==> src/rtl/next_pc_predictor_pkg.sv <==
// Shared constants and types for the next-PC predictor slice.
// Holds the RV32 opcode values the predictor recognises, the instruction
// width, the default table geometry and a small opcode classifier used by
// the top level.
package next_pc_predictor_pkg;

  localparam int DATA_WIDTH = 32;
  // Width of the opcode field, which occupies inst[OP_RANGE-1:0]
  localparam int OP_RANGE = 7;

  localparam logic [OP_RANGE-1:0] BRANCH_OP = 7'b1100011;
  localparam logic [OP_RANGE-1:0] JAL_OP    = 7'b1101111;

  localparam int PREDICTION_INDEX_BITS = 6;
  localparam int PREDICTION_CNT_BITS   = 2;

  typedef enum logic [1:0] {
    OP_OTHER,
    OP_BRANCH,
    OP_JAL
  } opClass_e;

  // JALR and every other opcode fall into OP_OTHER and are fetched sequentially
  function automatic opClass_e decodeOp(input logic [OP_RANGE-1:0] opcode);
    opClass_e cls;
    cls = OP_OTHER;
    if (opcode == BRANCH_OP) cls = OP_BRANCH;
    else if (opcode == JAL_OP) cls = OP_JAL;
    return cls;
  endfunction

endpackage

==> src/rtl/next_pc_predictor_if.sv <==
// Bus between the fetcher / branch-resolve logic and the next-PC predictor.
// Ports carried:
//   fetch side   : ena, in_fetcher_ena, in_last_pc, in_last_inst
//                  -> out_next_pc, out_next_taken, out_pred_index
//   resolve side : in_misbranch, in_forwarding_correct_address,
//                  in_update_valid, in_update_index,
//                  in_forwarding_branch_taken -> out_rollback
// Modports: master (the environment driving the predictor), slave (predictor).
interface next_pc_predictor_if
  import next_pc_predictor_pkg::*;
#(
  parameter int ADDR_WIDTH = 32,
  parameter int INDEX_BITS = PREDICTION_INDEX_BITS
);

  logic                  ena;
  logic                  in_fetcher_ena;
  logic [ADDR_WIDTH-1:0] in_last_pc;
  logic [DATA_WIDTH-1:0] in_last_inst;
  logic [ADDR_WIDTH-1:0] out_next_pc;
  logic                  out_next_taken;
  logic [INDEX_BITS-1:0] out_pred_index;
  logic                  in_misbranch;
  logic [ADDR_WIDTH-1:0] in_forwarding_correct_address;
  logic                  in_update_valid;
  logic [INDEX_BITS-1:0] in_update_index;
  logic                  in_forwarding_branch_taken;
  logic                  out_rollback;

  modport master (
    output ena, in_fetcher_ena, in_last_pc, in_last_inst,
    output in_misbranch, in_forwarding_correct_address,
    output in_update_valid, in_update_index, in_forwarding_branch_taken,
    input  out_next_pc, out_next_taken, out_pred_index, out_rollback
  );

  modport slave (
    input  ena, in_fetcher_ena, in_last_pc, in_last_inst,
    input  in_misbranch, in_forwarding_correct_address,
    input  in_update_valid, in_update_index, in_forwarding_branch_taken,
    output out_next_pc, out_next_taken, out_pred_index, out_rollback
  );

endinterface

==> src/rtl/next_pc_predictor_bht_table.sv <==
// Branch history table: 2**INDEX_BITS saturating counters of CNT_BITS each.
// Ports:
//   clk, rst           clock and asynchronous active-low reset
//   rdIndex_i          combinational lookup index
//   rdCount_o          counter value at rdIndex_i (pre-update on a same-cycle write)
//   updValid_i         apply an update this cycle
//   updIndex_i         counter to update
//   updTaken_i         1 = count up, 0 = count down (saturating both ways)
// Every counter resets to weakly not-taken, 2**(CNT_BITS-1)-1.
module next_pc_predictor_bht_table #(
  parameter int INDEX_BITS = 6,
  parameter int CNT_BITS   = 2
) (
  input  logic                  clk,
  input  logic                  rst,
  input  logic [INDEX_BITS-1:0] rdIndex_i,
  output logic [CNT_BITS-1:0]   rdCount_o,
  input  logic                  updValid_i,
  input  logic [INDEX_BITS-1:0] updIndex_i,
  input  logic                  updTaken_i
);

  localparam int DEPTH = 1 << INDEX_BITS;
  localparam logic [CNT_BITS-1:0] CNT_INIT = CNT_BITS'((1 << (CNT_BITS - 1)) - 1);
  localparam logic [CNT_BITS-1:0] CNT_MAX  = '1;

  logic [CNT_BITS-1:0] cnt_q [DEPTH];
  logic [CNT_BITS-1:0] updCurrent;
  logic [CNT_BITS-1:0] cntNext_d;

  // Read port sees the registered array, so a same-cycle update is invisible
  assign rdCount_o  = cnt_q[rdIndex_i];
  assign updCurrent = cnt_q[updIndex_i];

  // Saturating step: hold at all-ones when taken, hold at zero when not taken
  always_comb begin
    cntNext_d = updCurrent;
    if (updTaken_i) begin
      if (updCurrent != CNT_MAX) cntNext_d = updCurrent + CNT_BITS'(1);
    end else begin
      if (updCurrent != '0) cntNext_d = updCurrent - CNT_BITS'(1);
    end
  end

  // Counter storage
  always_ff @(posedge clk or negedge rst) begin
    if (!rst) begin
      for (int i = 0; i < DEPTH; i++) cnt_q[i] <= CNT_INIT;
    end else if (updValid_i) begin
      cnt_q[updIndex_i] <= cntNext_d;
    end
  end

endmodule

==> src/rtl/next_pc_predictor.sv <==
// Next-PC generator for the fetch stage.
// Predicts conditional branches from a table of saturating counters, JAL by
// its immediate, and everything else (including JALR) as pc+4. A resolved
// misprediction redirects fetch and raises a one-cycle rollback pulse.
// Ports:
//   clk, rst  clock and asynchronous active-low reset
//   bus       next_pc_predictor_if.slave (fetch inputs, resolve inputs,
//             registered next pc / taken / index / rollback outputs)
// Optional feature: define GSHARE_EN to XOR a non-speculative global history
// register into the table index; without it the index is pc[INDEX_BITS+1:2].
module next_pc_predictor
  import next_pc_predictor_pkg::*;
#(
  parameter int ADDR_WIDTH = 32,
  parameter int INDEX_BITS = PREDICTION_INDEX_BITS,
  parameter int CNT_BITS   = PREDICTION_CNT_BITS,
  parameter logic [ADDR_WIDTH-1:0] RESET_PC = '0
) (
  input logic clk,
  input logic rst,
  next_pc_predictor_if.slave bus
);

  opClass_e              opClass;
  logic signed [31:0]    branchImm;
  logic signed [31:0]    jalImm;
  logic [ADDR_WIDTH-1:0] pcPlus4;
  logic [ADDR_WIDTH-1:0] branchTarget;
  logic [ADDR_WIDTH-1:0] jalTarget;
  logic [INDEX_BITS-1:0] pcIndex;
  logic [INDEX_BITS-1:0] lookupIndex;
  logic [CNT_BITS-1:0]   lookupCount;
  logic                  lookupTaken;
  logic                  fetchFire;

  logic [ADDR_WIDTH-1:0] nextPc_q, nextPc_d;
  logic                  nextTaken_q, nextTaken_d;
  logic [INDEX_BITS-1:0] predIndex_q, predIndex_d;
  logic                  rollback_q, rollback_d;

  assign opClass = decodeOp(bus.in_last_inst[OP_RANGE-1:0]);

  // RV32 B-type and J-type immediates, sign-extended to 32 bits
  assign branchImm = {{19{bus.in_last_inst[31]}}, bus.in_last_inst[31], bus.in_last_inst[7],
                      bus.in_last_inst[30:25], bus.in_last_inst[11:8], 1'b0};
  assign jalImm    = {{11{bus.in_last_inst[31]}}, bus.in_last_inst[31], bus.in_last_inst[19:12],
                      bus.in_last_inst[20], bus.in_last_inst[30:21], 1'b0};

  assign pcPlus4      = bus.in_last_pc + ADDR_WIDTH'(4);
  assign branchTarget = bus.in_last_pc + ADDR_WIDTH'(branchImm);
  assign jalTarget    = bus.in_last_pc + ADDR_WIDTH'(jalImm);

  assign pcIndex = bus.in_last_pc[INDEX_BITS+1:2];

`ifdef GSHARE_EN
  logic [INDEX_BITS-1:0] ghr_q, ghr_d;

  // History follows resolved outcomes only, so a misbranch never needs repair
  always_comb begin
    ghr_d = ghr_q;
    if (bus.in_update_valid) ghr_d = {ghr_q[INDEX_BITS-2:0], bus.in_forwarding_branch_taken};
  end

  always_ff @(posedge clk or negedge rst) begin
    if (!rst) ghr_q <= '0;
    else      ghr_q <= ghr_d;
  end

  assign lookupIndex = pcIndex ^ ghr_q;
`else
  assign lookupIndex = pcIndex;
`endif

  next_pc_predictor_bht_table #(
    .INDEX_BITS(INDEX_BITS),
    .CNT_BITS  (CNT_BITS)
  ) u_bht (
    .clk       (clk),
    .rst       (rst),
    .rdIndex_i (lookupIndex),
    .rdCount_o (lookupCount),
    .updValid_i(bus.in_update_valid),
    .updIndex_i(bus.in_update_index),
    .updTaken_i(bus.in_forwarding_branch_taken)
  );

  assign lookupTaken = lookupCount[CNT_BITS-1];
  assign fetchFire   = bus.ena & bus.in_fetcher_ena;

  // Redirect beats fetch; the stall only gates the fetch path. The predicted
  // index is only refreshed for branches, since only they carry it to resolve.
  always_comb begin
    nextPc_d    = nextPc_q;
    nextTaken_d = nextTaken_q;
    predIndex_d = predIndex_q;
    rollback_d  = 1'b0;
    if (bus.in_misbranch) begin
      nextPc_d    = bus.in_forwarding_correct_address;
      nextTaken_d = 1'b0;
      rollback_d  = 1'b1;
    end else if (fetchFire) begin
      case (opClass)
        OP_BRANCH: begin
          nextPc_d    = lookupTaken ? branchTarget : pcPlus4;
          nextTaken_d = lookupTaken;
          predIndex_d = lookupIndex;
        end
        OP_JAL: begin
          nextPc_d    = jalTarget;
          nextTaken_d = 1'b0;
        end
        default: begin
          nextPc_d    = pcPlus4;
          nextTaken_d = 1'b0;
        end
      endcase
    end
  end

  always_ff @(posedge clk or negedge rst) begin
    if (!rst) begin
      nextPc_q    <= RESET_PC;
      nextTaken_q <= 1'b0;
      predIndex_q <= '0;
      rollback_q  <= 1'b0;
    end else begin
      nextPc_q    <= nextPc_d;
      nextTaken_q <= nextTaken_d;
      predIndex_q <= predIndex_d;
      rollback_q  <= rollback_d;
    end
  end

  assign bus.out_next_pc    = nextPc_q;
  assign bus.out_next_taken = nextTaken_q;
  assign bus.out_pred_index = predIndex_q;
  assign bus.out_rollback   = rollback_q;

endmodule
==> src/flat_wrapper.sv <==
// flat-port wrapper written by rule: the top's interface ports become plain ports
module next_pc_predictor_flat import next_pc_predictor_pkg::*;
#(
  parameter int ADDR_WIDTH = 32,
  parameter int INDEX_BITS = PREDICTION_INDEX_BITS,
  parameter int CNT_BITS   = PREDICTION_CNT_BITS,
  parameter logic [ADDR_WIDTH-1:0] RESET_PC = '0
)
  (clk, rst, bus_ena, bus_in_fetcher_ena, bus_in_last_pc, bus_in_last_inst, bus_in_misbranch, bus_in_forwarding_correct_address, bus_in_update_valid, bus_in_update_index, bus_in_forwarding_branch_taken, bus_out_next_pc, bus_out_next_taken, bus_out_pred_index, bus_out_rollback);
  next_pc_predictor_if #(.ADDR_WIDTH(ADDR_WIDTH), .INDEX_BITS(INDEX_BITS)) bus_i ();
  input logic clk;
  input logic rst;
  input wire logic [$bits(bus_i.ena)-1:0] bus_ena;
  input wire logic [$bits(bus_i.in_fetcher_ena)-1:0] bus_in_fetcher_ena;
  input wire logic [$bits(bus_i.in_last_pc)-1:0] bus_in_last_pc;
  input wire logic [$bits(bus_i.in_last_inst)-1:0] bus_in_last_inst;
  input wire logic [$bits(bus_i.in_misbranch)-1:0] bus_in_misbranch;
  input wire logic [$bits(bus_i.in_forwarding_correct_address)-1:0] bus_in_forwarding_correct_address;
  input wire logic [$bits(bus_i.in_update_valid)-1:0] bus_in_update_valid;
  input wire logic [$bits(bus_i.in_update_index)-1:0] bus_in_update_index;
  input wire logic [$bits(bus_i.in_forwarding_branch_taken)-1:0] bus_in_forwarding_branch_taken;
  output wire logic [$bits(bus_i.out_next_pc)-1:0] bus_out_next_pc;
  output wire logic [$bits(bus_i.out_next_taken)-1:0] bus_out_next_taken;
  output wire logic [$bits(bus_i.out_pred_index)-1:0] bus_out_pred_index;
  output wire logic [$bits(bus_i.out_rollback)-1:0] bus_out_rollback;
  assign bus_i.ena = bus_ena;
  assign bus_i.in_fetcher_ena = bus_in_fetcher_ena;
  assign bus_i.in_last_pc = bus_in_last_pc;
  assign bus_i.in_last_inst = bus_in_last_inst;
  assign bus_i.in_misbranch = bus_in_misbranch;
  assign bus_i.in_forwarding_correct_address = bus_in_forwarding_correct_address;
  assign bus_i.in_update_valid = bus_in_update_valid;
  assign bus_i.in_update_index = bus_in_update_index;
  assign bus_i.in_forwarding_branch_taken = bus_in_forwarding_branch_taken;
  assign bus_out_next_pc = bus_i.out_next_pc;
  assign bus_out_next_taken = bus_i.out_next_taken;
  assign bus_out_pred_index = bus_i.out_pred_index;
  assign bus_out_rollback = bus_i.out_rollback;
  next_pc_predictor #(.ADDR_WIDTH(ADDR_WIDTH), .INDEX_BITS(INDEX_BITS), .CNT_BITS(CNT_BITS), .RESET_PC(RESET_PC)) u_core (.clk(clk), .rst(rst), .bus(bus_i));
endmodule
==> config.mk <==
export PLATFORM = sky130hd
export DESIGN_NAME = next_pc_predictor_flat
export DESIGN_NICKNAME = d
export VERILOG_FILES = /design/src/rtl/next_pc_predictor_pkg.sv /design/src/rtl/next_pc_predictor_if.sv /design/src/rtl/next_pc_predictor_bht_table.sv /design/src/rtl/next_pc_predictor.sv /design/src/flat_wrapper.sv
export SDC_FILE = /design/constraint.sdc
export NUM_CORES = 1
export LEC_CHECK = 0
export ABC_AREA = 1
export CAP_MARGIN = 20
export CORE_MARGIN = 8
export CORE_UTILIZATION = 50
export DETAILED_ROUTE_END_ITERATION = 10
export PLACE_DENSITY = 0.72
export SYNTH_ARGS = -nofsm -noshare
export SYNTH_HDL_FRONTEND = slang
export SYNTH_SLANG_ARGS = --single-unit
==> constraint.sdc <==
create_clock -name clk -period 3.7 [get_ports clk]
set_input_delay 0.37 -clock clk [delete_from_list [all_inputs] [get_ports clk]]
set_output_delay 0.37 -clock clk [all_outputs]
set_load 0.03 [all_outputs]
=== Word level (Yosys, flattened, before mapping) ===
Cells that the tools add are included.

* Flip-flop bits (word level): 168
* Input bits: 109
* Output and inout bits: 40
* Word-level logic and storage cells: 111

* Add/sub/neg operators: 5
* $lt $le $gt $ge: 3
* Eq/ne operators: 5
* Multiplexer cells: 22
* Bitwise logic cells: 4
* Reductions and logical operators: 4

{| class="wikitable"
|+ Operators with widths
! kind !! number
|-
| $bwmux W128 || 1
|-
| $mux W32 || 3
|-
| $add A32 B32 Y32 || 2
|-
| $pmux W32 S2 || 1
|-
| $add A32 B3 Y32 const B || 1
|-
| $bmux W2 S6 || 2
|-
| $mux W2 || 10
|-
| $eq A7 B7 Y1 const B || 2
|-
| $ge A7 B7 Y1 const B || 2
|-
| $not A6 Y7 || 2
|-
| $demux W2 S6 || 1
|-
| $lt A7 B1 Y1 const B || 1
|-
| $mux W1 || 4
|-
| $reduce_bool A2 Y1 || 2
|-
| $reduce_and A3 Y1 || 1
|-
| $add A2 B1 Y2 const B || 1
|-
| $eq A2 B1 Y1 const B || 1
|-
| $eq A2 B2 Y1 const B || 1
|-
| $ne A2 B2 Y1 const B || 1
|-
| $sub A2 B1 Y2 const B || 1
|-
| $and A1 B1 Y1 || 1
|-
| $logic_and A1 B1 Y1 || 1
|-
| $not A1 Y1 || 1
|}

=== Depth between registers and ports, before layout ===
* Depth after elaboration: 8
* Mapped depth: 19
* Mapped depth without buffers: 18

=== Modules after synthesis ===
From an unflattened synthesis, not the netlist that was laid out.

* Cell total of the unflattened synthesis: 2668
* Area, all modules: 15564.9 um^2

{| class="wikitable"
|+ Modules (own cells, without submodules)
! module !! instances !! cells each !! area each (um^2) !! sequential area each (um^2)
|-
| next_pc_predictor_bht_table || 1 || 1294 || 8231.6 || 3283.1
|-
| next_pc_predictor || 1 || 1374 || 7333.3 || 1001.0
|}

=== Least setup slack after synthesis ===
OpenSTA, ideal clock, no wires.

* Kind: input -> register
* Start: input bus_in_last_inst[21]
* End: register u_core.nextPc_q[13] (netlist: u_core.bus.out_next_pc[13])
* Library setup time: 117 ps
* Arrival: 2040 ps
* Data required time: 3583 ps
* Setup slack: 1544 ps
* Stages on the path: 15
* Path buffers: 0
* Cell sequence: ha_1 fa_1 nand3_1 nand2_1 nand2_1 nand2_1 nand2_1 nand2_1 or2_2 nand3_1 o21ai_0 nor2_1 nand2_1 nand2_1 nand2_1

* Word-level cells in the longest chain between the ends: 4

{| class="wikitable"
|+ RTL lines
! what !! line !! RTL
|-
| from (decl) || flat_wrapper.sv:16 || <nowiki>input wire logic [$bits(bus_i.in_last_inst)-1:0] bus_in_last_inst;</nowiki>
|-
| $add A32 B32 Y32 || next_pc_predictor.sv:51 || <nowiki>assign jalTarget = bus.in_last_pc + ADDR_WIDTH'(jalImm);</nowiki>
|-
| $pmux W32 S2 || next_pc_predictor.sv:102 || <nowiki>case (opClass)</nowiki>
|-
| $mux W32 || next_pc_predictor.sv:101 || <nowiki>end else if (fetchFire) begin</nowiki>
|-
| $mux W32 || next_pc_predictor.sv:97 || <nowiki>if (bus.in_misbranch) begin</nowiki>
|-
| to (signal assigned) || next_pc_predictor.sv:127 || <nowiki>nextPc_q <= nextPc_d;</nowiki>
|-
| to (decl) || next_pc_predictor.sv:36 || <nowiki>logic [ADDR_WIDTH-1:0] nextPc_q, nextPc_d;</nowiki>
|}

Every way passes these cells. The select of a mux whose other input is x is not followed.
A chain may end at the register's enable or synchronous reset.

=== Final worst setup path ===
* Start: input bus_in_last_inst[31]
* End: register u_core.nextPc_q[24] (netlist: u_core.bus.out_next_pc[24])

* Word-level cells in the longest chain between the ends: 5
* Elaborated cells on any way between the ends: 6
* Classes of those cells: add/sub: 2; mux: 4

{| class="wikitable"
|+ RTL lines
! what !! line !! RTL
|-
| $add A32 B32 Y32 || next_pc_predictor.sv:50 || <nowiki>assign branchTarget = bus.in_last_pc + ADDR_WIDTH'(branchImm);</nowiki>
|-
| $mux W32 || next_pc_predictor.sv:104 || <nowiki>nextPc_d = lookupTaken ? branchTarget : pcPlus4;</nowiki>
|-
| $pmux W32 S2 * || next_pc_predictor.sv:102 ||
|-
| $mux W32 * || next_pc_predictor.sv:101 ||
|-
| $mux W32 * || next_pc_predictor.sv:97 ||
|}

Every way passes the cells marked *; elsewhere a longest branch is shown, timed or not. The select of a mux whose other input is x is not followed.

==> impl_results.rst <==
.. list-table::
   :header-rows: 1

   * - Metric
     - Value
   * - Result of the run
     - finished, final reports clean
   * - Commonest non-fill, non-tap cell in the layout
     - sky130_fd_sc_hd__nand2_1
   * - Post-Route Hold Slack
     - 47.35 ps
   * - Synthesized area divided by synthesized cell count
     - 6.011 µm²
   * - Final HPWL from detailed placement
     - between 40000 and 50000 µm
   * - Synth Flop Type
     - sky130_fd_sc_hd__dfrtp_1
   * - Cell Area, Placed
     - between 15000 and 20000 µm²
   * - Layout cells sized above 1
     - 6.808%
   * - Netlist area before placement
     - ~14000 µm²
   * - Multi-input combinational cell area
     - around 8300 µm²
   * - Startpoint of the worst register-to-register path
     - u_core.u_bht.cnt_q[111]
   * - Share of the cycle needed by the critical path after routing
     - between 80 and 90%
   * - Maximum fanout count along the critical path
     - 14
   * - Switching share of total power
     - 35.98%
   * - Final Hold Vio Count
     - 0
   * - Share of synthesized area occupied by flip-flops and latches
     - between 30% and 40%
   * - Remaining antenna violation count after routing
     - 0
   * - Final weighted congestion of routability-driven global placement
     - 1.073
   * - Initial Util
     - about half
   * - Clock transition at the register clock pins on the worst setup and hold paths after CTS
     - 70 ps
   * - Area Growth Syn to Fin
     - 18.44%
   * - Floorplan die area
     - 33800 µm²
   * - Internal power of the cells
     - ~0.0037 W
   * - Initial antenna violation count
     - 0
   * - Setup repair after global routing missed its margin
     - false
   * - Final #Nets
     - between 2k and 3k
   * - Final std cell area, no fill
     - 16680 µm²
   * - Headroom to the max-slew limit
     - approximately 37%
   * - Share of the synthesized area in compound gates (AO/OA/AOI/OAI)
     - around a tenth
   * - Depth of the worst register-to-register path
     - 14
   * - Hold Buf Count CTS
     - 0
   * - Maximum number of pins on one net before global-route repair
     - 93
   * - Worst hold path class
     - input pin to async pin
   * - Launching element type of the critical path
     - input pin
   * - Data required time at the worst endpoint
     - 4040 ps
   * - Htree depth
     - 4
   * - Maximum VDD drop
     - 0.0003461 V
   * - Iteration-0 DRC Markers
     - ~1.6k
   * - Fraction of power consumed by combinational cells
     - between 20% and 30%
   * - Warnings, synthesis
     - 0
   * - Dominant combinational cell family by area after synthesis
     - simple AND/OR/NAND/NOR gates
   * - Yosys cell types
     - 42
   * - Chip height
     - approximately 180 µm
   * - Number of synthesized flops with an enable pin
     - 0
   * - Worst setup startpoint
     - bus_in_last_inst[31]
   * - CTS tree
     - done
   * - First-pass GRT wire length
     - 88820 µm
   * - Async SR Flop Fraction
     - 100.0%
   * - Max Cap Viol
     - 0
   * - Post-Syn Instances
     - about 2.3k
   * - Mux cell area share after synthesis
     - 0%
   * - Minimum clock period
     - 2979 ps
   * - Sequential Power Share
     - 37.7%
   * - Diode insertion count for antenna repair
     - 0
   * - I/O pin cnt
     - roughly 150
   * - Post-detailed-routing wire length
     - 57350 µm
   * - Buffer type at the clock tree root
     - sky130_fd_sc_hd__clkbuf_16
   * - Clock buffers created by TritonCTS
     - 17
   * - Drt via density
     - around 5.7
   * - Number of core rows
     - between 60 and 70
   * - Number of setup violations in the final report
     - 0
   * - Synthesized net count
     - between 2k and 2.5k
   * - Worst Setup Path Type
     - input pin to flop
   * - First drt pass iteration count
     - 7
   * - Global-route congestion overflow total
     - 0
   * - Buffer count from post-CTS setup fixing
     - 0
   * - Reg-to-Reg End
     - u_core.bus.out_next_pc[25]
   * - Worst R2R Setup Slack
     - 1290 ps
   * - Filler cells
     - between 2k and 3k
   * - Kind of end point of the critical path
     - flop
   * - Flop and latch count out of synthesis
     - about 170
   * - Core region area
     - about 28000 µm²
   * - Vias in the first global route
     - 16.08k
   * - Arrival time worst endpoint
     - about 3300 ps
   * - Post-detailed-route wirelength per cell
     - approximately 20 µm
   * - Simple-gate share of the synthesized area
     - between 40% and 50%
   * - Net Switching
     - between 0.002 and 0.0025 W
   * - Clock Skew
     - around 12 ps
   * - Quantity of gates resized following cts
     - 0
   * - Share of the synthesized netlist area taken by xor and xnor gates
     - 1.803%
   * - Slew at the pin with the worst max-slew slack
     - 950.2 ps
   * - Clock share of power
     - roughly 33%
   * - Number of sinks handled by clock tree synthesis
     - between 150 and 200
   * - Final slew viol count
     - 0
   * - Post-Synth Adder-Cell Area
     - between 4 and 5%
   * - Buffers from clock root to sink, at most
     - 2
   * - IO Port Bufs
     - about 150
   * - Sum of negative setup slack
     - 0 ps
   * - Total routing usage reported by global routing
     - roughly a third
   * - Pwr per Cell Area
     - 344.0 nW/µm²
   * - Vias
     - 16.43k
   * - Leak pwr
     - 8.064 nW
   * - Top library cells by usage in the layout, fill and taps aside
     - 897 x sky130_fd_sc_hd__nand2_1, 303 x sky130_fd_sc_hd__inv_1, 246 x sky130_fd_sc_hd__nand3_1, 223 x sky130_fd_sc_hd__nor2_1, 146 x sky130_fd_sc_hd__clkdlybuf4s50_1
   * - Width of the die
     - around 180 µm
   * - Skew-Pair Late Insertion Delay
     - ~450 ps
   * - Reg area
     - roughly 4300 µm²
   * - Detailed-route DRC error count
     - 0
   * - Timing-limited maximum frequency
     - 335.7 MHz
==> logic make-up (layout without fill, tap and decap cells) <==
group / after synthesis / in the layout
compound gates: 246 / 246
flops: 168 / 168
xor+xnor: 29 / 29
buf+inv: 384 / 538
simple gates: 1470 / 1470
fa+ha+maj: 46 / 46
==> cell type report <==
cell class,instances,share of cell area (%)
inverter,316,7.110
clock buffer,19,2.655
clock inverter,13,0.9375
multi-input combinational,1791,49.81
timing repair buffer,190,10.97
sequential,168,25.68
tap,378,2.835
==> Yosys cell counts (all sizes together), types with 2 or more instances <==
| cell type | instances | area [µm²] |
|---|---|---|
| dfrtp | 104 | 2603 |
| fa | 2 | 40.04 |
| a211oi | 2 | 15.01 |
| nand4 | 34 | 212.7 |
| nor2 | 225 | 847.1 |
| or2 | 9 | 56.30 |
| o22ai | 12 | 75.07 |
| xor2 | 19 | 166.4 |
| o21ai | 110 | 550.5 |
| o21a | 4 | 30.03 |
| o2111ai | 2 | 17.52 |
| nand3b | 13 | 97.59 |
| xnor2 | 10 | 87.58 |
| a31oi | 5 | 31.28 |
| nand2 | 900 | 3396 |
| nor3 | 33 | 170.2 |
| clkinv | 4 | 15.01 |
| buf | 39 | 219.0 |
| nor4 | 5 | 37.53 |
| o21bai | 8 | 60.06 |
| o211ai | 5 | 37.54 |
| inv | 312 | 1171 |
| ha | 44 | 550.5 |
| a22oi | 12 | 90.09 |
| clkbuf | 29 | 108.9 |
| a21oi | 82 | 410.4 |
| dfstp | 64 | 1682 |
| nand3 | 251 | 1276 |
==> state kept, by name, indices dropped and copies added, names as in the netlist <==
signal and count:
u_core.bus.out_rollback 1, u_core.bus.out_next_pc 32, u_core.bus.out_next_taken 1, u_core.bus.out_pred_index 6, u_core.u_bht.cnt_q 128
==> layer usage <==
layer	global-route usage, %	wire length, µm
met1	38.58	20910
met3	6.067	4961
met5	0	0
met2	56.15	26690
met4	26.17	4795
==> power groups by stage <==
stage               Sequential, W  Combinational [W]  Clock (W)
finish                    0.00216            0.00171    0.00186
global route              0.00218            0.00186    0.00196
CTS                       0.00216            0.00168    0.00189
detailed placement        0.00219            0.00167          0
global placement          0.00219            0.00166          0
floorplan                 0.00225           0.000908          0
==> through the flow <==
step           util, %  power [W]  setup slack, ps  std cells
4_1_cts          60.05   0.005729            794.3       2875
5_1_grt          60.05   0.005993            437.5       2875
3_5_place_dp     57.89   0.003861            319.9       2843
6_report         60.05   0.005739            720.7       2875
2_1_floorplan        -   0.003161             1544       2343
3_3_place_gp     57.89   0.003842            364.4       2843
==> critical path, cell delays in order <==
cell	delay, ps
sky130_fd_sc_hd__clkdlybuf4s50_1	720
sky130_fd_sc_hd__ha_1	630
sky130_fd_sc_hd__nand2_1	180
sky130_fd_sc_hd__nor2_1	300
sky130_fd_sc_hd__nand2_1	150
sky130_fd_sc_hd__nor2_1	120
sky130_fd_sc_hd__nand2_1	80
sky130_fd_sc_hd__nand3_1	90
sky130_fd_sc_hd__nand2_1	50
sky130_fd_sc_hd__nand2_1	70
sky130_fd_sc_hd__nand2_1	110
sky130_fd_sc_hd__nand3_1	100
sky130_fd_sc_hd__nand3b_1	180
sky130_fd_sc_hd__nand2_1	110
sky130_fd_sc_hd__nand2_1	50
==> worst max path at each step <==
stage | endpoint | slack, ps
after detailed placement | u_core.bus.out_next_pc[24] | 320
final | u_core.bus.out_next_pc[24] | 720
after global routing | u_core.bus.out_next_pc[29] | 440
after CTS | u_core.bus.out_next_pc[24] | 790
after global placement | u_core.bus.out_next_pc[26] | 360
after floorplan | u_core.bus.out_next_pc[13] | 1540
Note: power is estimated with default switching activity, not from simulation.
